[config.mk]
export PLATFORM = sky130hd
export DESIGN_NAME = coin_return_dispenser_flat
export DESIGN_NICKNAME = d
export VERILOG_FILES = /design/src/rtl/coin_return_dispenser_if.sv /design/src/rtl/coin_return_dispenser.sv /design/src/flat_wrapper.sv
export SDC_FILE = /design/constraint.sdc
export NUM_CORES = 1
export LEC_CHECK = 0
export ABC_AREA = 1
export CAP_MARGIN = 20
export CORE_UTILIZATION = 51
export DETAILED_ROUTE_END_ITERATION = 7
export MAX_ROUTING_LAYER = met4
export PLACE_DENSITY_LB_ADDON = 0.1
export SKIP_CTS_REPAIR_TIMING = 1
export SYNTH_ARGS = -nofsm -noshare
export SYNTH_HDL_FRONTEND = slang
export SYNTH_SLANG_ARGS = --single-unit
[constraint.sdc]
create_clock -name clk -period 3 [get_ports clk]
set_input_delay 0.45 -clock clk [delete_from_list [all_inputs] [get_ports clk]]
set_output_delay 0.45 -clock clk [all_outputs]
set_load 0.05 [all_outputs]
[src/rtl/coin_return_dispenser_if.sv]
// Dispenser-side bundle: trigger/balance inputs from upstream, coin handshake and
// status toward the hopper. The design uses the slave modport; the driver uses master.
interface coin_return_dispenser_if #(
  parameter int unsigned NUM_COINS = 3
);
  logic [31:0]          i_wait_time;
  logic                 i_return_req;
  logic [31:0]          i_balance;
  logic                 i_coin_ack;
  logic [NUM_COINS-1:0] o_return_coin;
  logic                 o_clear_balance;
  logic                 o_busy;
  logic                 o_done;
  logic [31:0]          o_residue;
  logic                 o_fault;

  modport master (
    output i_wait_time, i_return_req, i_balance, i_coin_ack,
    input  o_return_coin, o_clear_balance, o_busy, o_done, o_residue, o_fault
  );

  modport slave (
    input  i_wait_time, i_return_req, i_balance, i_coin_ack,
    output o_return_coin, o_clear_balance, o_busy, o_done, o_residue, o_fault
  );
endinterface

[src/rtl/coin_return_dispenser.sv]
// Latches the customer balance on timeout/return request and pays it out largest coin first.
// Optional macro RETURN_ACK_TIMEOUT_EN aborts a return when the hopper stops acknowledging.
module coin_return_dispenser #(
  parameter int unsigned NUM_COINS   = 3,
  parameter int unsigned COIN0_VALUE = 100,
  parameter int unsigned COIN1_VALUE = 500,
  parameter int unsigned COIN2_VALUE = 1000,
  parameter int unsigned ACK_TIMEOUT = 16
) (
  input logic                      clk,
  input logic                      reset_n,
  coin_return_dispenser_if.slave   bus
);

  typedef enum logic [2:0] {IDLE, LOAD, SELECT, WAIT_ACK, DONE} state_t;

  // Ascending order is relied on by the coin picker below.
  localparam logic [31:0] COIN_VAL [NUM_COINS] = '{32'(COIN0_VALUE), 32'(COIN1_VALUE),
                                                   32'(COIN2_VALUE)};

  state_t               state, state_nx;
  logic [31:0]          rem, rem_nx;
  logic [31:0]          residue, residue_nx;
  logic [NUM_COINS-1:0] sel, sel_nx;
  logic [NUM_COINS-1:0] pick;
  logic [31:0]          sel_val;
  logic                 fault_q, fault_nx;
  logic                 timeout;
  logic                 trigger;

  assign trigger = (bus.i_wait_time == 32'd0 || bus.i_return_req) && bus.i_balance != 32'd0;

  always_comb begin
    pick    = '0;
    sel_val = '0;
    for (int i = 0; i < NUM_COINS; i++) begin
      if (rem >= COIN_VAL[i]) begin
        pick    = '0;
        pick[i] = 1'b1;
      end
      if (sel[i]) sel_val = COIN_VAL[i];
    end
  end

`ifdef RETURN_ACK_TIMEOUT_EN
  localparam int unsigned CNT_W = $clog2(ACK_TIMEOUT + 1);
  logic [CNT_W-1:0] ack_cnt;

  // Counter is zero on the first WAIT_ACK cycle since every other state clears it.
  always_ff @(posedge clk) begin
    if (!reset_n || state != WAIT_ACK) ack_cnt <= '0;
    else                               ack_cnt <= ack_cnt + 1'b1;
  end

  assign timeout = (state == WAIT_ACK) && (ack_cnt == CNT_W'(ACK_TIMEOUT - 1));
`else
  assign timeout = 1'b0;
`endif

  always_ff @(posedge clk) begin
    if (!reset_n) begin
      state   <= IDLE;
      rem     <= '0;
      residue <= '0;
      sel     <= '0;
      fault_q <= 1'b0;
    end else begin
      state   <= state_nx;
      rem     <= rem_nx;
      residue <= residue_nx;
      sel     <= sel_nx;
      fault_q <= fault_nx;
    end
  end

  always_comb begin
    state_nx   = state;
    rem_nx     = rem;
    residue_nx = residue;
    sel_nx     = sel;
    fault_nx   = fault_q;

    bus.o_return_coin   = '0;
    bus.o_clear_balance = 1'b0;
    bus.o_busy          = (state != IDLE);
    bus.o_done          = 1'b0;
    bus.o_residue       = residue;
    bus.o_fault         = 1'b0;

    case (state)
      IDLE: begin
        if (trigger) begin
          rem_nx   = bus.i_balance;
          state_nx = LOAD;
        end
      end
      LOAD: begin
        bus.o_clear_balance = 1'b1;
        state_nx            = SELECT;
      end
      SELECT: begin
        if (pick == '0) begin
          fault_nx = 1'b0;
          state_nx = DONE;
        end else begin
          sel_nx   = pick;
          state_nx = WAIT_ACK;
        end
      end
      WAIT_ACK: begin
        bus.o_return_coin = sel;
        if (bus.i_coin_ack) begin
          rem_nx   = rem - sel_val;
          state_nx = SELECT;
        end else if (timeout) begin
          // The coin that never got acked stays in rem and shows up as residue.
          fault_nx = 1'b1;
          state_nx = DONE;
        end
      end
      DONE: begin
        bus.o_done    = 1'b1;
        bus.o_residue = rem;
        bus.o_fault   = fault_q;
        residue_nx    = rem;
        state_nx      = IDLE;
      end
      default: state_nx = IDLE;
    endcase
  end

endmodule

[src/flat_wrapper.sv]
// flat-port wrapper written by rule: the top's interface ports become plain ports
module coin_return_dispenser_flat 
#(
  parameter int unsigned NUM_COINS   = 3,
  parameter int unsigned COIN0_VALUE = 100,
  parameter int unsigned COIN1_VALUE = 500,
  parameter int unsigned COIN2_VALUE = 1000,
  parameter int unsigned ACK_TIMEOUT = 16
)
  (clk, reset_n, bus_i_wait_time, bus_i_return_req, bus_i_balance, bus_i_coin_ack, bus_o_return_coin, bus_o_clear_balance, bus_o_busy, bus_o_done, bus_o_residue, bus_o_fault);
  coin_return_dispenser_if #(.NUM_COINS(NUM_COINS)) bus_i ();
  input logic clk;
  input logic reset_n;
  input wire logic [$bits(bus_i.i_wait_time)-1:0] bus_i_wait_time;
  input wire logic [$bits(bus_i.i_return_req)-1:0] bus_i_return_req;
  input wire logic [$bits(bus_i.i_balance)-1:0] bus_i_balance;
  input wire logic [$bits(bus_i.i_coin_ack)-1:0] bus_i_coin_ack;
  output wire logic [$bits(bus_i.o_return_coin)-1:0] bus_o_return_coin;
  output wire logic [$bits(bus_i.o_clear_balance)-1:0] bus_o_clear_balance;
  output wire logic [$bits(bus_i.o_busy)-1:0] bus_o_busy;
  output wire logic [$bits(bus_i.o_done)-1:0] bus_o_done;
  output wire logic [$bits(bus_i.o_residue)-1:0] bus_o_residue;
  output wire logic [$bits(bus_i.o_fault)-1:0] bus_o_fault;
  assign bus_i.i_wait_time = bus_i_wait_time;
  assign bus_i.i_return_req = bus_i_return_req;
  assign bus_i.i_balance = bus_i_balance;
  assign bus_i.i_coin_ack = bus_i_coin_ack;
  assign bus_o_return_coin = bus_i.o_return_coin;
  assign bus_o_clear_balance = bus_i.o_clear_balance;
  assign bus_o_busy = bus_i.o_busy;
  assign bus_o_done = bus_i.o_done;
  assign bus_o_residue = bus_i.o_residue;
  assign bus_o_fault = bus_i.o_fault;
  coin_return_dispenser #(.NUM_COINS(NUM_COINS), .COIN0_VALUE(COIN0_VALUE), .COIN1_VALUE(COIN1_VALUE), .COIN2_VALUE(COIN2_VALUE), .ACK_TIMEOUT(ACK_TIMEOUT)) u_core (.clk(clk), .reset_n(reset_n), .bus(bus_i));
endmodule
==> results of run 1 <==
[path summary, 6_finish.rpt]
path / endpoint / start / slack (ps)
setup / recovery: u_core.rem[18] / u_core.sel[2] / 430
hold / removal: u_core.rem[1] / u_core.rem[1] / 460
setup reg to reg: u_core.rem[18] / u_core.sel[2] / 430
hold reg to reg: u_core.rem[1] / u_core.rem[1] / 460
[registers in the layout, summed over array words and instances, names as in the netlist]
name,flops
u_core.residue,32
u_core.rem,32
u_core.sel,3
u_core.state,3
[logic make-up after synthesis]
logic type	after synthesis	synth area share (%)
buffers and inverters	133	11.5
other	1	0.0811
adders and majority gates	9	2.60
xor gates and xnor gates	3	0.568
DFF	70	30.3
AOI/OAI and AO/OA	94	10.9
and+or+nand+nor	472	44.1
[area by class of cell]
class / count / share of cell area, %
clock buffer: 10 / 2.18
clock inverter: 6 / 1.62
inverter: 105 / 6.72
multi-input combinational: 579 / 45.9
sequential: 70 / 23.9
tap: 108 / 2.30
timing repair buffer: 110 / 17.4
[critical path, stage by stage (launching register included)]
cell and delay (ps):
dfxtp_2 410, inv_1 120, nand2_1 110, o21ai_0 100, ha_1 230, fa_1 370, inv_1 100, nand3_1 70
nand2_1 160, nand2_1 120, nand2_2 180, inv_1 110, nand3_1 80, nand3_1 90, nand2_1 80, nand2_1 40
a21oi_1 130
[metal layers]
layer / GRT usage, % / wire (um)
met1: 43.2 / 6500
met2: 46.4 / 6070
met3: 5.47 / 1130
met4: 7.35 / 194
met5: - / 0
[report_power, final]
| group | switching [W] | internal [W] |
|---|---|---|
| Sequential | 0.000130 | 0.00100 |
| Combinational | 0.00102 | 0.000526 |
| Clock | 0.000390 | 0.000476 |
[placed cells by master (no fill, tap or decap), types with 2 or more instances in the layout]
cell	Yosys	routed
inv_2	4	4
inv_1	101	101
a21oi_1	31	31
nor2_2	3	4
a31oi_1	3	3
o21ai_0	51	51
dfxtp_1	70	69
o21ai_1	2	2
clkdlybuf4s50_1	0	72
nor3_1	4	4
ha_1	8	8
or2_2	43	43
nand3_1	60	60
buf_4	2	37
clkbuf_8	0	9
xor2_1	2	2
nor2_1	145	144
nand2_2	3	3
nand4_1	16	16
nand2_1	193	193
bufinv_16	0	2
clkinv_4	0	3
[through the flow]
step | cell area, um2 | setup slack, ps | cells | utilization (%) | hold slack [ps]
6_report | 5870 | 427 | 988 | 66.9 | 464
5_1_grt | 5870 | 123 | 988 | 66.9 | 487
4_1_cts | 5870 | 330 | 988 | 66.9 | 463
3_5_place_dp | 5640 | 373 | 972 | 64.4 | 452
3_3_place_gp | 5640 | 369 | 972 | 64.4 | 445
2_1_floorplan | 4620 | 676 | 782 | - | 420
==> impl_results.md, run 1 <==
- Gpl congestion: 0.955
- Largest net degree at the start of global routing: 59
- Relative slew slack: 49.3%
- Yosys top cell area share: 30.3%
- CP endpoint kind: register
- Hold crit path type: reg2reg
- Hold depth: 2
- Area grow syn2layout: 26.9%
- Net Count, Synth: 859
- Core Box Area: 0.00876 mm2
- Slew Viols, Final: 0
- VDD IR max: 0.000340 V
- All-Layer GR Usage: 30.9%
- CTS Root Cell: clkbuf_8
- Synth area leader: dfxtp_1
- Fin crit period: 2570 ps
- # setup viols final: 0
- Number of I/O port buffers: 105
- I/O pin cnt: 107
- Worst Skew: 13.4 ps
- Clock slew at reported path FFs: 80 ps
- FMAX: 389 MHz
- Final total power: 0.00355 W
- Maxcap violations: 0
- Synth cell count leaders: nand2_1 (193), nor2_1 (145), inv_1 (101)
- Top FF cell, synth: dfxtp_1
- Crit path arrival time: 2860 ps
- Sequential cell area: 0.00140 mm2
- Antenna viol nets, final: 0
- Residual DRC: 0
- Grt ovf: 0
- HPWL Detailed: 10,900 um
- CTS tree: done
- Pwr Density: 605 mW/mm2
- Critical-path maximum fanout: 8
- Post-synth EDFFs: 0
- Worst-Skew Late Latency: 350 ps
- Cell variety after synth: 36
- Setup TNS: 0 ps
- Max Buffers Root-to-Sink: 2
- Die height: 97.2 um
- Sequential share of the synthesized area: 30.3%
- Initial Util: 52.8%
- Count leader, synth: nand2_1
- Unrepaired setup endpoints after global routing: no
- Die Area: 0.00945 mm2
- Ys Warns: 0
- Leak pwr: 3.07 nW
- CP Data Required Time: 3290 ps
- N_diodes: 0
- Initial antenna violation count: 0
- Run status: finished clean
- Final nets: 952
- Synthesis-stage register bit count: 70
- Crit start category: register
- Routed len/inst: 14.1 um
- WL final: 13,900 um
- Asr flop ratio synth: 0%
- Vias: 5,222
- Reg2reg path depth: 16
- FP Rows: 34
- Via density: 5.29
- Number of global-route vias before repair: 4,794
- Synthesized area: 0.00462 mm2
- Fraction of layout cells with a size suffix above 1: 13.0%
- Multi-input gate area: 0.00269 mm2
- Synth Instances: 782
- Average size of a mapped cell: 5.91 um2
- Actual slew at the worst max-slew pin: 759 ps
- Filler cells: 815
- Synth top area cells: dfxtp_1 (30%), nand2_1 (16%), nor2_1 (12%)
- CP Class: reg2reg
- Total CTS buffers: 9
- Iter 0 DRT Violations: 402
- CTS sink count: 70
- DRT Pass-1 Iters: 5
- Die Wd: 97.2 um
- Final hold viol count: 0
- First-pass GRT wire length: 22,800 um
- H-Tree Depth: 3
- Period utilization: 85.8%
Power figures use the tool's default switching activity.
==> inputs of run 2 (changes only) <==
- CORE_MARGIN: default -> 2
- HOLD_SLACK_MARGIN: default -> 0.15
==> impl_results.md, run 2 (synthesis results as in run 1) <==
- Run status: finished clean
- Final hold viol count: 0 (unchanged)
- Area grow syn2layout: 25.7%
- CP Data Required Time: 2550 ps (-740 ps)
- Number of global-route vias before repair: 4,788 (-0.13%)
- Non-filler instance count after layout: 987 (-0.10%)
- CTS Root Cell: clkbuf_8
- Seq pwr share: 32.7% (+0.7 points)
- CTS sink count: 70 (unchanged)
- HP Start: u_core.rem[0]
- Clock power frac: 22.3% (-2.1 points)
- Hold depth: 2 (unchanged)
- FP Rows: 34 (unchanged)
- Crit start category: register
- # setup viols final: 0 (unchanged)
- Total CTS buffers: 9 (unchanged)
- I/O pin cnt: 107 (unchanged)
- Most frequent cells in the layout: nand2_1 (193), nor2_1 (144), inv_1 (101), clkdlybuf4s50_1 (72), dfxtp_1 (70)
- CTS tree: done
- Final WS setup: 386 ps (-40.4 ps)
- CP Class: reg2out
- HPWL Detailed: 11,000 um (+0.42%)
- Crit path arrival time: 2160 ps (-700 ps)
- WL final: 14,200 um (+2.0%)
- Clock slew at reported path FFs: 80 ps (about the same)
- Die height: 99.2 um (+2.1%)
- Slew Viols, Final: 0 (unchanged)
- Antenna viol nets, final: 0 (unchanged)
- Reg2reg path depth: 16 (unchanged)
- Max Buffers Root-to-Sink: 2 (unchanged)
- Number of I/O port buffers: 105 (unchanged)
- Fin area: 0.00581 mm2 (-0.92%)
- Pwr Density: 595 mW/mm2 (-1.6%)
- Worst-Skew Late Latency: 350 ps (about the same)
- N_diodes: 0 (unchanged)
- Worst hold path endpoint: u_core.rem[0]
- CP endpoint kind: output port
- Final nets: 951 (-0.11%)
- Core Box Area: 0.00876 mm2 (unchanged)
- Worst Skew: 10.1 ps (-3.24 ps)
- Initial antenna violation count: 0 (unchanged)
- Pre-CTS setup slack: 514 ps (+141 ps)
- Sw Ratio: 44.7% (+1.3 points)
- Most common cell after layout, fill and taps aside: nand2_1
- Gpl congestion: 1.01 (+5.7%)
- Actual slew at the worst max-slew pin: 765 ps (+6.27 ps)
- Iter 0 DRT Violations: 368 (-8.5%)
- Hold_ws: 472 ps (+7.82 ps)
- Hold crit path type: reg2reg
- Maxcap violations: 0 (unchanged)
- VDD IR max: 0.000298 V (-12%)
- Combinational power share: 44.9% (+1.3 points)
- Top Registers: u_core.rem (32), u_core.residue (32)
- Fraction of layout cells with a size suffix above 1: 12.7% (-0.21 points)
- All-Layer GR Usage: 29.7% (-1.1 points)
- Pint: 0.00191 W (-4.6%)
- Die Area: 0.00984 mm2 (+4.2%)
- FMAX: 383 MHz (-1.5%)
- Setup TNS: 0 ps (unchanged)
- Crit Reg-Reg Endpoint: u_core.rem[18]
- Relative slew slack: 48.9% (-0.42 points)
- DRT Pass-1 Iters: 5 (unchanged)
- Residual DRC: 0 (unchanged)
- H-Tree Depth: 3 (unchanged)
- Fin crit period: 2610 ps (+40.4 ps)
- Die Wd: 99.2 um (+2.1%)
- Reg-to-reg startpoint: u_core.sel[2]
- Grt ovf: 0 (unchanged)
- Dpl cells: 971 (-0.10%)
- Initial Util: 52.8% (unchanged)
- P_sw: 0.00155 W (+0.36%)
- First-pass GRT wire length: 23,000 um (+0.94%)
- Vias: 5,241 (+0.36%)
- Period utilization: 87.1% (+1.3 points)
- Largest net degree at the start of global routing: 59 (unchanged)
- Unrepaired setup endpoints after global routing: no
- Routed len/inst: 14.3 um (+2.1%)
- Leak pwr: 3.05 nW (-0.66%)
- DP Area: 0.00562 mm2 (-0.35%)
- Via density: 5.31 (+0.47%)
- Reg2reg setup slack: 460 ps (+30 ps)
- Critical-path maximum fanout: 30 (+22)
[run 2: how the worst max path moves through the flow]
stage / start / endpoint / depth (start not counted)
global placement: u_core.sel[2] / u_core.rem[18] / 16
global route: u_core.sel[2] / u_core.rem[18] / 16
floorplan: u_core.state[0] / bus_o_residue[22] / 7
finish: u_core.state[2] / bus_o_return_coin[2] / 6
detailed placement: u_core.sel[2] / u_core.rem[18] / 17
CTS: u_core.state[2] / bus_o_return_coin[2] / 6
[run 2: power groups by stage]
stage	combinational [W]	sequential (W)	clock (W)
after floorplan	0.00114	0.00109	0
after global placement	0.00149	0.00115	0
after detailed placement	0.00152	0.00115	0
after CTS	0.00153	0.00112	0.000773
after global routing	0.00175	0.00114	0.000812
final	0.00155	0.00113	0.000773
[run 2: layout make-up]
class,count,area (um2)
tap,108,135
inverter,105,394
clock inverter,6,62.6
sequential,70,1400
fill,852,2950
multi-input combinational,579,2690
timing repair buffer,109,998
clock buffer,10,128
[run 2: stage by stage]
stage	utilization [%]	power, W
after CTS	66.3	0.00343
after floorplan	-	0.00223
after detailed placement	64.2	0.00267
final	66.3	0.00346
after global placement	64.2	0.00264
after global routing	66.3	0.00371
[run 2: critical path, cell delays in order, from the launching register on]
cell and delay (ps):
dfxtp_1 340, inv_2 60, nand2_1 80, nor2_2 120, inv_2 210, nor2_1 180
clkdlybuf4s50_1 830
[run 2: per-layer routing]
metal	routed length, um	vias to the layer above	global-route usage, %	share of wire, %
met4	229	0	7.27	1.6
li1	-	2628	-	-
met5	0	-	-	0
met3	1190	25	4.64	8.4
met1	6560	2361	42.1	46
met2	6180	227	44.8	44
==> inputs of run 3 (changes only) <==
- SETUP_SLACK_MARGIN: default -> 0.1
==> results of run 3 <==
Same layout as run 2: the final DEF is identical, and so are final timing and power.
